<file path="src/rtl/daisy_chain_master.sv">
// daisy_chain_master
//
// SPI master for a daisy chain of CHAIN_LEN store-and-forward slaves. One
// DATA_W-bit frame is shifted LSB-first into the first slave. Clocking
// continues until that frame has passed through every slave and come back on
// miso, which is then presented on dout together with a one-cycle done pulse.
//
// Optional feature macro: DAISY_LOOPBACK_CHECK_EN
//   defined   : in DONE, mismatch = (returned frame != frame sent), held
//               until the next DONE or reset.
//   undefined : compare logic is absent and mismatch is tied to 0.
//
// Ports
//   clk      in   system clock, all logic on the rising edge
//   rst_n    in   synchronous active-low reset
//   start    in   transfer request, accepted only in IDLE
//   din      in   frame to send, latched on the accepting cycle
//   miso     in   sdo of the last slave in the chain
//   sclk     out  serial clock, idles low
//   cs       out  chip select, active low
//   newd     out  new-data qualifier, high while cs is low
//   mosi     out  serial data to the first slave
//   busy     out  high from the accepting cycle until DONE ends
//   done     out  one-cycle pulse, dout valid
//   dout     out  frame returned through the chain
//   mismatch out  loopback compare result (see macro above)
module daisy_chain_master #(
    parameter int CHAIN_LEN = 2,
    parameter int CLK_DIV   = 4,
    parameter int DATA_W    = 8
) (
    input  logic              clk,
    input  logic              rst_n,
    input  logic              start,
    input  logic [DATA_W-1:0] din,
    input  logic              miso,
    output logic              sclk,
    output logic              cs,
    output logic              newd,
    output logic              mosi,
    output logic              busy,
    output logic              done,
    output logic [DATA_W-1:0] dout,
    output logic              mismatch
);

    // Each slave delays the frame by DATA_W+1 edges; the last DATA_W periods
    // bring the frame itself back out of the chain.
    localparam int N_PER = (DATA_W + 1) * CHAIN_LEN + DATA_W;
    localparam int PER_W = $clog2(N_PER);
    localparam int DIV_W = (CLK_DIV > 1) ? $clog2(CLK_DIV) : 1;

    localparam logic [PER_W-1:0] LAST_PER = PER_W'(N_PER - 1);
    localparam logic [DIV_W-1:0] LAST_DIV = DIV_W'(CLK_DIV - 1);

    typedef enum logic [1:0] {
        IDLE  = 2'd0,
        SETUP = 2'd1,
        SHIFT = 2'd2,
        DONE  = 2'd3
    } state_t;

    state_t            state, state_n;
    logic [DIV_W-1:0]  div_cnt, div_n;
    logic [PER_W-1:0]  per_cnt, per_n;
    logic [DATA_W-1:0] tx_sr, tx_n;
    logic [DATA_W-1:0] rx_sr, rx_n;
    logic [DATA_W:0]   rx_cat;
    logic [DATA_W-1:0] tx_shift;
    logic              sclk_n, cs_n, newd_n, mosi_n, busy_n, done_n;
    logic [DATA_W-1:0] dout_n;

`ifdef DAISY_LOOPBACK_CHECK_EN
    logic [DATA_W-1:0] din_lat, din_lat_n;
    logic              mismatch_n;
`else
    assign mismatch = 1'b0;
`endif

    always_ff @(posedge clk) begin
        if (!rst_n) begin
            state    <= IDLE;
            div_cnt  <= '0;
            per_cnt  <= '0;
            tx_sr    <= '0;
            rx_sr    <= '0;
            sclk     <= 1'b0;
            cs       <= 1'b1;
            newd     <= 1'b0;
            mosi     <= 1'b0;
            busy     <= 1'b0;
            done     <= 1'b0;
            dout     <= '0;
`ifdef DAISY_LOOPBACK_CHECK_EN
            din_lat  <= '0;
            mismatch <= 1'b0;
`endif
        end else begin
            state    <= state_n;
            div_cnt  <= div_n;
            per_cnt  <= per_n;
            tx_sr    <= tx_n;
            rx_sr    <= rx_n;
            sclk     <= sclk_n;
            cs       <= cs_n;
            newd     <= newd_n;
            mosi     <= mosi_n;
            busy     <= busy_n;
            done     <= done_n;
            dout     <= dout_n;
`ifdef DAISY_LOOPBACK_CHECK_EN
            din_lat  <= din_lat_n;
            mismatch <= mismatch_n;
`endif
        end
    end

    // All outputs are registered: the combinational process computes the
    // value each output takes in the next cycle.
    always_comb begin
        state_n  = state;
        div_n    = div_cnt;
        per_n    = per_cnt;
        tx_n     = tx_sr;
        rx_n     = rx_sr;
        sclk_n   = sclk;
        cs_n     = cs;
        newd_n   = newd;
        mosi_n   = mosi;
        busy_n   = busy;
        done_n   = 1'b0;
        dout_n   = dout;
        // Incoming bit enters at the MSB; the frame drifts toward bit 0.
        rx_cat   = {miso, rx_sr};
        // tx_sr[0] is always the bit currently on mosi; zeros fill behind it
        // so mosi is 0 once the frame has been sent.
        tx_shift = tx_sr >> 1;
`ifdef DAISY_LOOPBACK_CHECK_EN
        din_lat_n  = din_lat;
        mismatch_n = mismatch;
`endif

        unique case (state)
            IDLE: begin
                if (start) begin
                    state_n = SETUP;
                    busy_n  = 1'b1;
                    cs_n    = 1'b0;
                    newd_n  = 1'b1;
                    sclk_n  = 1'b0;
                    mosi_n  = din[0];
                    tx_n    = din;
                    div_n   = '0;
                    per_n   = '0;
`ifdef DAISY_LOOPBACK_CHECK_EN
                    din_lat_n = din;
`endif
                end
            end

            SETUP: begin
                if (div_cnt == LAST_DIV) begin
                    // Rising edge of period 0: din[0] is already on mosi.
                    state_n = SHIFT;
                    div_n   = '0;
                    sclk_n  = 1'b1;
                end else begin
                    div_n = div_cnt + 1'b1;
                end
            end

            SHIFT: begin
                if (div_cnt != LAST_DIV) begin
                    div_n = div_cnt + 1'b1;
                end else begin
                    div_n = '0;
                    if (sclk) begin
                        // Falling edge: sample miso as it is before the edge.
                        sclk_n = 1'b0;
                        rx_n   = rx_cat[DATA_W:1];
                    end else if (per_cnt == LAST_PER) begin
                        state_n = DONE;
                        cs_n    = 1'b1;
                        newd_n  = 1'b0;
                        mosi_n  = 1'b0;
                        done_n  = 1'b1;
                        dout_n  = rx_sr;
`ifdef DAISY_LOOPBACK_CHECK_EN
                        mismatch_n = (rx_sr != din_lat);
`endif
                    end else begin
                        // Rising edge of the next period: advance mosi.
                        per_n  = per_cnt + 1'b1;
                        sclk_n = 1'b1;
                        tx_n   = tx_shift;
                        mosi_n = tx_shift[0];
                    end
                end
            end

            DONE: begin
                state_n = IDLE;
                busy_n  = 1'b0;
            end

            default: state_n = IDLE;
        endcase
    end

endmodule

</file>
<file path="config.mk">
export PLATFORM = sky130hd
export DESIGN_NAME = daisy_chain_master
export DESIGN_NICKNAME = d
export VERILOG_FILES = /design/src/rtl/daisy_chain_master.sv
export SDC_FILE = /design/constraint.sdc
export NUM_CORES = 1
export LEC_CHECK = 0
export BUFFER_PORTS_ARGS = -buffer_cell sky130_fd_sc_hd__buf_4
export CORE_UTILIZATION = 39
export CTS_CLUSTER_DIAMETER = 150
export DETAILED_ROUTE_END_ITERATION = 8
export HOLD_SLACK_MARGIN = 0.02
export SKIP_LAST_GASP = 1
export SYNTH_ARGS = -nofsm -noshare
export SYNTH_HDL_FRONTEND = slang
export SYNTH_SLANG_ARGS = --single-unit
</file>
<file path="constraint.sdc">
create_clock -name clk -period 1.9 [get_ports clk]
set_clock_uncertainty 0.05 [all_clocks]
set_input_delay 0.095 -clock clk [delete_from_list [all_inputs] [get_ports clk]]
set_output_delay 0.095 -clock clk [all_outputs]
set_load 0.005 [all_outputs]
</file>
After elaboration in Yosys (flattened, before gate mapping):

Cells that the tools add are included.

* register bits: 39
* bits of input ports: 12
* word-level logic and storage cells: 86
* output and inout port bits: 15

* bitwise logic cells: 4
* equal/unequal tests: 12
* muxes and demuxes: 42
* $add $sub $neg: 2
* reduce and logical (&&, ||, !) cells: 14

Operator list (count)
* $mux W8: 4
* $mux W5: 4
* $mux W1: 17
* $mux W2: 8
* $pmux W8 S2: 1
* $reduce_and A5 Y1: 3
* $ne A2 B2 Y1 const B: 7
* $reduce_and A4 Y1: 3
* $pmux W5 S2: 1
* $pmux W1 S2: 4
* $pmux W2 S4: 1
* $eq A2 B2 Y1 const B: 3
* $pmux W2 S3: 1
* $add A5 B1 Y5 const B: 1
* $eq A5 B5 Y1 const B: 1
* $not A1 Y1: 4
* $reduce_and A2 Y1: 2
* $reduce_bool A2 Y1: 2
* $reduce_or A4 Y1: 1
* $pmux W1 S3: 1
* $reduce_and A3 Y1: 1
* $reduce_bool A3 Y1: 1
* $add A2 B1 Y2 const B: 1
* $eq A2 B1 Y1 const B: 1
* $logic_not A2 Y1: 1

Logic depth before layout (Yosys ltp):

Gate-level depths: netlist of run 1.

* word-level depth: 5
* mapped depth: 8
* gate-level depth less buffers: 6

Least setup slack after synthesis of run 1:

OpenSTA, ideal clock, no wires.

* kind: register -> register
* from: reg state[0]
* to: reg per_cnt[1]
* data arrival time: 1.596 ns
* cell stages (with the launch flop): 9
* slack: 0.133 ns
* cells stage by stage: dfxtp_1 > inv_1 > ha_1 > nor2b_1 > clkbuf_1 > a211oi_4 > and2_4 > buf_6 > o22ai_1

* cells in the longest elaborated chain, start to end: 3
* elaborated cells on any way between the ends: 9
* classes of those cells: 5 x eq/ne; 1 x mux; 3 x reduce/logical

Ends and longest elaborated chain
* from (decl): line 63 `state_t state, state_n;`
* from (signal assigned): line 99 `state <= state_n;`
* $eq A2 B2 Y1 / $logic_not A2 Y1 (equally long branches): line 143 `unique case (state)`
* $ne A2 B2 Y1 (no line) / $reduce_bool A2 Y1 (equally long branches)
* $reduce_and A5 Y1 (no line)
* to (signal assigned): line 101 `per_cnt <= per_n;`
* to (decl): line 65 `logic [PER_W-1:0] per_cnt, per_n;`

Parallel ways exist; a longest one is shown, timed or not.
A chain may end at the register's enable or synchronous reset.

Worst setup path in the final report of run 1:

* from: reg state[0]
* to: reg per_cnt[3]

Same word-level chain as after synthesis.

==> results of run 1 <==
[power groups by stage]
stage / sequential, mW / clock, mW / combinational, mW
after global placement: 1.00 / 0 / 0.895
after floorplan: 0.992 / 0 / 0.740
after global routing: 1.01 / 0.739 / 1.11
final: 0.997 / 0.685 / 1.00
after CTS: 0.994 / 0.715 / 0.974
after detailed placement: 1.01 / 0 / 0.943
[area by class of cell]
type,count,share of cell area [%]
Clock inverter,3,2.050
Tap cell,52,2.961
Clock buffer,5,3.132
Multi-Input combinational cell,130,43.74
Sequential cell,38,34.74
Inverter,6,1.025
Timing Repair Buffer,35,12.36
[per-stage QoR]
| stage | power (mW) | TNS (ns) | std cells | setup WS, ns | utilization (%) |
|---|---|---|---|---|---|
| after floorplan | 1.731 | 0 | 188 | 0.1333 | - |
| after global placement | 1.898 | 0 | 258 | 0.1831 | 46.00 |
| after detailed placement | 1.955 | -0.004216 | 258 | -0.004216 | 46.00 |
| after CTS | 2.683 | 0 | 269 | 0.01369 | 49.18 |
| after global routing | 2.861 | 0 | 269 | 0.04390 | 49.44 |
| final | 2.683 | 0 | 269 | 0.1649 | 49.44 |
[cell usage after synthesis (all sizes together), types with 6 or more instances]
master	number	area share (%)
o21ai	7	1.9
nand3	10	3.0
mux2i	23	13
o211a	6	3.3
inv	6	1.2
clkbuf	6	1.2
ha	8	5.5
buf	8	3.8
nand2	17	3.5
nor2b	17	5.8
dfxtp	38	42
nor2	6	1.2
[cell usage in the layout, fill, tap and decap left out, types with 2 or more instances in the layout]
cell           count
dfxtp_1           36
nor2b_1           17
buf_4             32
o21a_1             2
nor2_1             6
nor3_1             2
mux2i_1           23
a21oi_1            4
o211a_1            6
o22ai_1            2
nand3_1            9
dfxtp_2            2
nand2_1           17
ha_1               8
a41o_1             2
clkbuf_8           5
inv_1              6
clkinvlp_4         2
a21boi_0           2
o21ai_0            6
dlygate4sd3_1      2
and2_1             2
nand4b_1           3
[repair_timing]
| action | CTS | global route |
|---|---|---|
| endpoints found under the hold margin | 2 | 0 |
| setup buffers | 1 | 0 |
| hold buffers | 2 | 0 |
| gates resized for setup | 0 | 4 |
| pin swaps | 1 | 1 |
| endpoints found under the setup margin | 1 | 11 |
[flip-flops by register name, indices dropped and copies added (netlist names)]
name / flops
cs: 1
per_cnt: 5
rx_sr: 8
mosi: 1
div_cnt: 2
sclk: 1
state: 2
done: 1
newd: 1
dout: 8
tx_sr: 7
busy: 1
[layer usage]
layer / vias to the layer above / GRT usage (%) / part of all wire [%]
li1: 710 / - / -
met1: 665 / 17.20 / 47
met2: 20 / 27.83 / 48
met3: 6 / 4.906 / 3.8
met4: 0 / 6.576 / 1.6
met5: - / 0 / 0
[kinds of logic after synthesis]
group                      share of synthesized area (%)
DFF                                                41.56
adders and majority gates                          5.468
muxes                                              12.58
buffers and inverters                              6.220
and+or+nand+nor                                    20.51
other                                             0.2049
AOI/OAI and AO/OA                                  13.47
[worst register-to-register path: stages (launching register included)]
cell	delay (ns)
dfxtp_2	0.37
inv_1	0.08
ha_1	0.24
nor2b_1	0.20
a211oi_4	0.25
buf_4	0.18
a21oi_1	0.06
a41o_1	0.20
[worst max-delay path by stage]
stage / startpoint / endpoint
5_1_grt: state[0] / sclk
6_report: state[0] / per_cnt[3]
4_1_cts: state[0] / tx_sr[4]
2_1_floorplan: state[0] / per_cnt[1]
3_3_place_gp: state[0] / tx_sr[2]
3_5_place_dp: state[0] / tx_sr[4]
==> qor.yml, run 1 <==
outcome:
  outcome: "finished with violations"
  violations: "design-rule violations"
critical_path:
  rrSetupSlack_ns: 0.16
  path_cells: "inv_1 > ha_1 > nor2b_1 > a211oi_4 > buf_4 > a21oi_1 > a41o_1"
  r2r-start: "state[0]"
  path_depth: 7
  crit_fanout: 5
  cp_data_required_time_ns: 2.04
  end_kind: "register"
  worst_setup_path_start_kind: "register"
  worstReg2RegEnd: "per_cnt[3]"
  cpMaxStageDelayCell: "dfxtp_2"
  path_buf_inv: 2
  slowest_delay_ns: 0.37
  rr_worst_depth: 7
  crit_family: "compound AO/OA/AOI/OAI gates"
  critPathKind: "reg2reg"
  arrival_ns: 1.88
clock_tree:
  clock_sinks: 38
  clkTransAtPathRegs_ns: 0.08
  htreeDepth: 2
  root_buffer: "clkbuf_8"
  cts_tree: "yes"
  worstSkewPairLatency_ns: 0.29
  cts_buffers: 5
  cts_buffer_depth: 2
cells_and_area:
  drive_gt1_share_pct: 22.58
  final_area_um2: 2197
  area_growth_pct: 20.03
  final_nets: 236
  multiInputGateArea_um2: 960.9
  fill_cells: 432
  regArea_um2: 763.2
  num_antenna_cells: 0
placement:
  postPlaceCellArea_um2: 2044
  io_buffers: 25
  hpwl_mm: 2.455
  finalWeightedCongestion: 0.7278
drt:
  totalWireLength_mm: 3.526
  ant_nets: 0
  vias: 1401
  drtPass1Iterations: 6
  drc_errors: 7
  viasPerCell: 5.208
  wl_per_cell_um: 13.11
  first_iter_violations: 85
floorplanning:
  initial_core_util_pct: 41.19
  dieArea_um2: 4972
  num_rows: 24
  die_w_um: 70.51
  core_area_um2: 4444
  die_y_um: 70.51
  pin_count: 27
power:
  power_frac_seq_pct: 37.2
  pwr_density_cell_nw_per_um2: 1221
  power_frac_clock_pct: 25.5
  power.internal_mw: 1.776
  p_comb_share_pct: 37.3
  p_sw_share_pct: 33.80
  switchingPower_mw: 0.9068
  leakage_nw: 0.9940
  peakVddDrop_mv: 0.4093
synth:
  syn_nets: 208
  synth_area_um2: 1831
  yosysSeqAreaShare_pct: 41.56
  syn_area_per_cell_um2: 9.737
  ys.flop_type: "dfxtp_1"
  ys_ff_latch: 38
  ys_warn_count: 0
  synthArstFlopShare_pct: 0
  synth.distinct_cells: 40
  synth_edf_count: 0
  syn_inst: 188
hold_path:
  hp-class: "in2reg"
  hold_depth: 3
  hold_path_end: "mosi"
  hold_start: "din[0]"
global_routing:
  antenna_found_initial: 0
  grt_pass1_wl_mm: 6.099
  grt_pass1_vias: 1384
  grtUsageTotal_pct: 15.66
  overflow: 0
  grt_max_degree: 46
sta:
  rsz0062_at_grt: "false"
  setup_viol: 0
  slew_violations: 0
  finalHoldViolCount: 0
  holdWs_ns: 0.05838
  fmax_mhz: 576.3
  layout_min_cycle_time_ns: 1.735
  fin_crit_sh_pct: 91.32
job:
  maxCapViolations: 0
Note: power is estimated with default switching activity, not from simulation.
==> inputs of run 2 (changes only) <==
--- a/config.mk
+++ b/config.mk
@@ -10,6 +10,7 @@
 export CTS_CLUSTER_DIAMETER = 150
 export DETAILED_ROUTE_END_ITERATION = 8
 export HOLD_SLACK_MARGIN = 0.02
+export SETUP_SLACK_MARGIN = 0.5
 export SKIP_LAST_GASP = 1
 export SYNTH_ARGS = -nofsm -noshare
 export SYNTH_HDL_FRONTEND = slang
==> run 2 against run 1 <==
Setup slack improved by 0.17 ns. Highest routed layer unchanged. Combinational power increased by 53%. Via count up 5.9%. The flow still finishes with violations (design-rule violations). Final cell count increased by 5.6%. Sequential share of layout area down 4.4 points. Largest power group unchanged. Die area unchanged.
==> qor.yml, run 2 (same netlist as run 1, synthesis figures left out) <==
drt:
  totalWireLength_mm: 3.969
  wl_per_cell_um: 13.98
  first_iter_violations: 91
  ant_nets: 0
  vias: 1483
  viasPerCell: 5.222
  drc_errors: 4
  drtPass1Iterations: 6
clock_tree:
  cts_tree: "yes"
  htreeDepth: 2
  root_buffer: "clkbuf_8"
  worstSkewPairLatency_ns: 0.29
  cts_buffer_depth: 2
  clock_sinks: 38
  clkTransAtPathRegs_ns: 0.08
  cts_buffers: 5
outcome:
  outcome: "finished with violations"
  violations: "design-rule violations"
floorplanning:
  pin_count: 27
  core_area_um2: 4444
  dieArea_um2: 4972
  num_rows: 24
  die_w_um: 70.51
  initial_core_util_pct: 41.19
  die_y_um: 70.51
job:
  maxCapViolations: 0
placement:
  dp_cells: 256
  hpwl_mm: 2.371
  io_buffers: 25
  finalWeightedCongestion: 0.7769
sta:
  setup_tns_ns: 0
  layout_min_cycle_time_ns: 1.561
  rsz0062_at_grt: "true"
  finalHoldViolCount: 0
  fmax_mhz: 640.7
  fin_crit_sh_pct: 82.14
  slew_violations: 0
  setup_viol: 0
critical_path:
  worst_setup_path_start_kind: "register"
  cpMaxStageDelayCell: "dfxtp_4"
  path_depth: 7
  slowest_delay_ns: 0.37
  cp_data_required_time_ns: 2.05
  arrival_ns: 1.71
  rr_worst_depth: 7
  end_kind: "register"
  critPathKind: "reg2reg"
  path_buf_inv: 3
  crit_fanout: 7
  path_cells: "inv_4 > ha_4 > buf_12 > a211oi_4 > buf_6 > nand2_1 > a31o_2"
  crit_family: "compound AO/OA/AOI/OAI gates"
global_routing:
  grtUsageTotal_pct: 17.26
  antenna_found_initial: 0
  grt_pass1_wl_mm: 6.734
  grt_pass1_vias: 1425
  overflow: 0
  grt_max_degree: 46
cells_and_area:
  final_nets: 251
  top_regs: "dout: 8 flops, rx_sr: 8 flops, tx_sr: 7 flops"
  num_antenna_cells: 0
  final_cell_mix: "buf_4, dfxtp_1, mux2i_1"
  final_cells: 284
  drive_gt1_share_pct: 40.09
  final_core_util_pct: 57.60
  area_growth_pct: 39.85
  mostFrequentLayoutCell: "buf_4"
power:
  peakVddDrop_mv: 0.5365
  total_power_mw: 3.248
  leakage_nw: 1.132
  pwr_density_cell_nw_per_um2: 1269
hold_path:
  hp-class: "in2reg"
  hold_depth: 3
[run 2: final timing paths]
| check | from | to | slack, ns |
|---|---|---|---|
| setup / recovery | state[0] | newd | 0.34 |
| hold / removal | din[0] | mosi | 0.05 |
| setup reg to reg | state[0] | newd | 0.34 |
| hold reg to reg | cs | cs | 0.44 |
[run 2: through the flow]
step,cell area (um^2),hold slack (ns),setup WS [ns]
finish,2560,0.04516,0.3393
global route,2560,0.06810,0.3001
CTS,2475,0.04338,0.3586
detailed placement,2069,0.2657,0.1071
global placement,2069,0.2590,0.1719
floorplan,1866,0.1596,0.2278
[run 2: worst register-to-register path, cell delays in order, from the launching register on]
cell,delay (ns)
dfxtp_4,0.37
inv_4,0.05
ha_4,0.17
buf_12,0.14
a211oi_4,0.19
buf_6,0.16
nand2_1,0.09
a31o_2,0.25
[run 2: what timing repair did]
| item | 4_1_cts | 5_1_grt |
|---|---|---|
| pin swaps | 13 | 7 |
| setup endpoints to repair | 38 | 37 |
| endpoints found under the hold margin | 2 | 0 |
| buffers inserted | 13 | 2 |
| resized for setup | 34 | 16 |
| cloned | 3 | 0 |
| hold buffers | 2 | 0 |
[run 2: cell type report]
type / count / area, um^2
repair buffers: 49 / 449.2
fillers: 374 / 1884
inverters: 6 / 27.53
flip-flops and latches: 38 / 775.7
clock inverters: 3 / 45.04
clock buffers: 5 / 68.82
well taps: 52 / 65.06
multi-input cells: 131 / 1129
[run 2: where the power goes]
group | switching [mW] | internal [mW]
combinational | 0.715 | 0.812
sequential | 0.0931 | 0.925
clock | 0.312 | 0.391
[run 2: layer usage]
layer | track usage (%) | routed length, um
met5 | 0 | 0
met3 | 4.762 | 179
met1 | 20.83 | 1825
met2 | 29.23 | 1916
met4 | 6.576 | 48
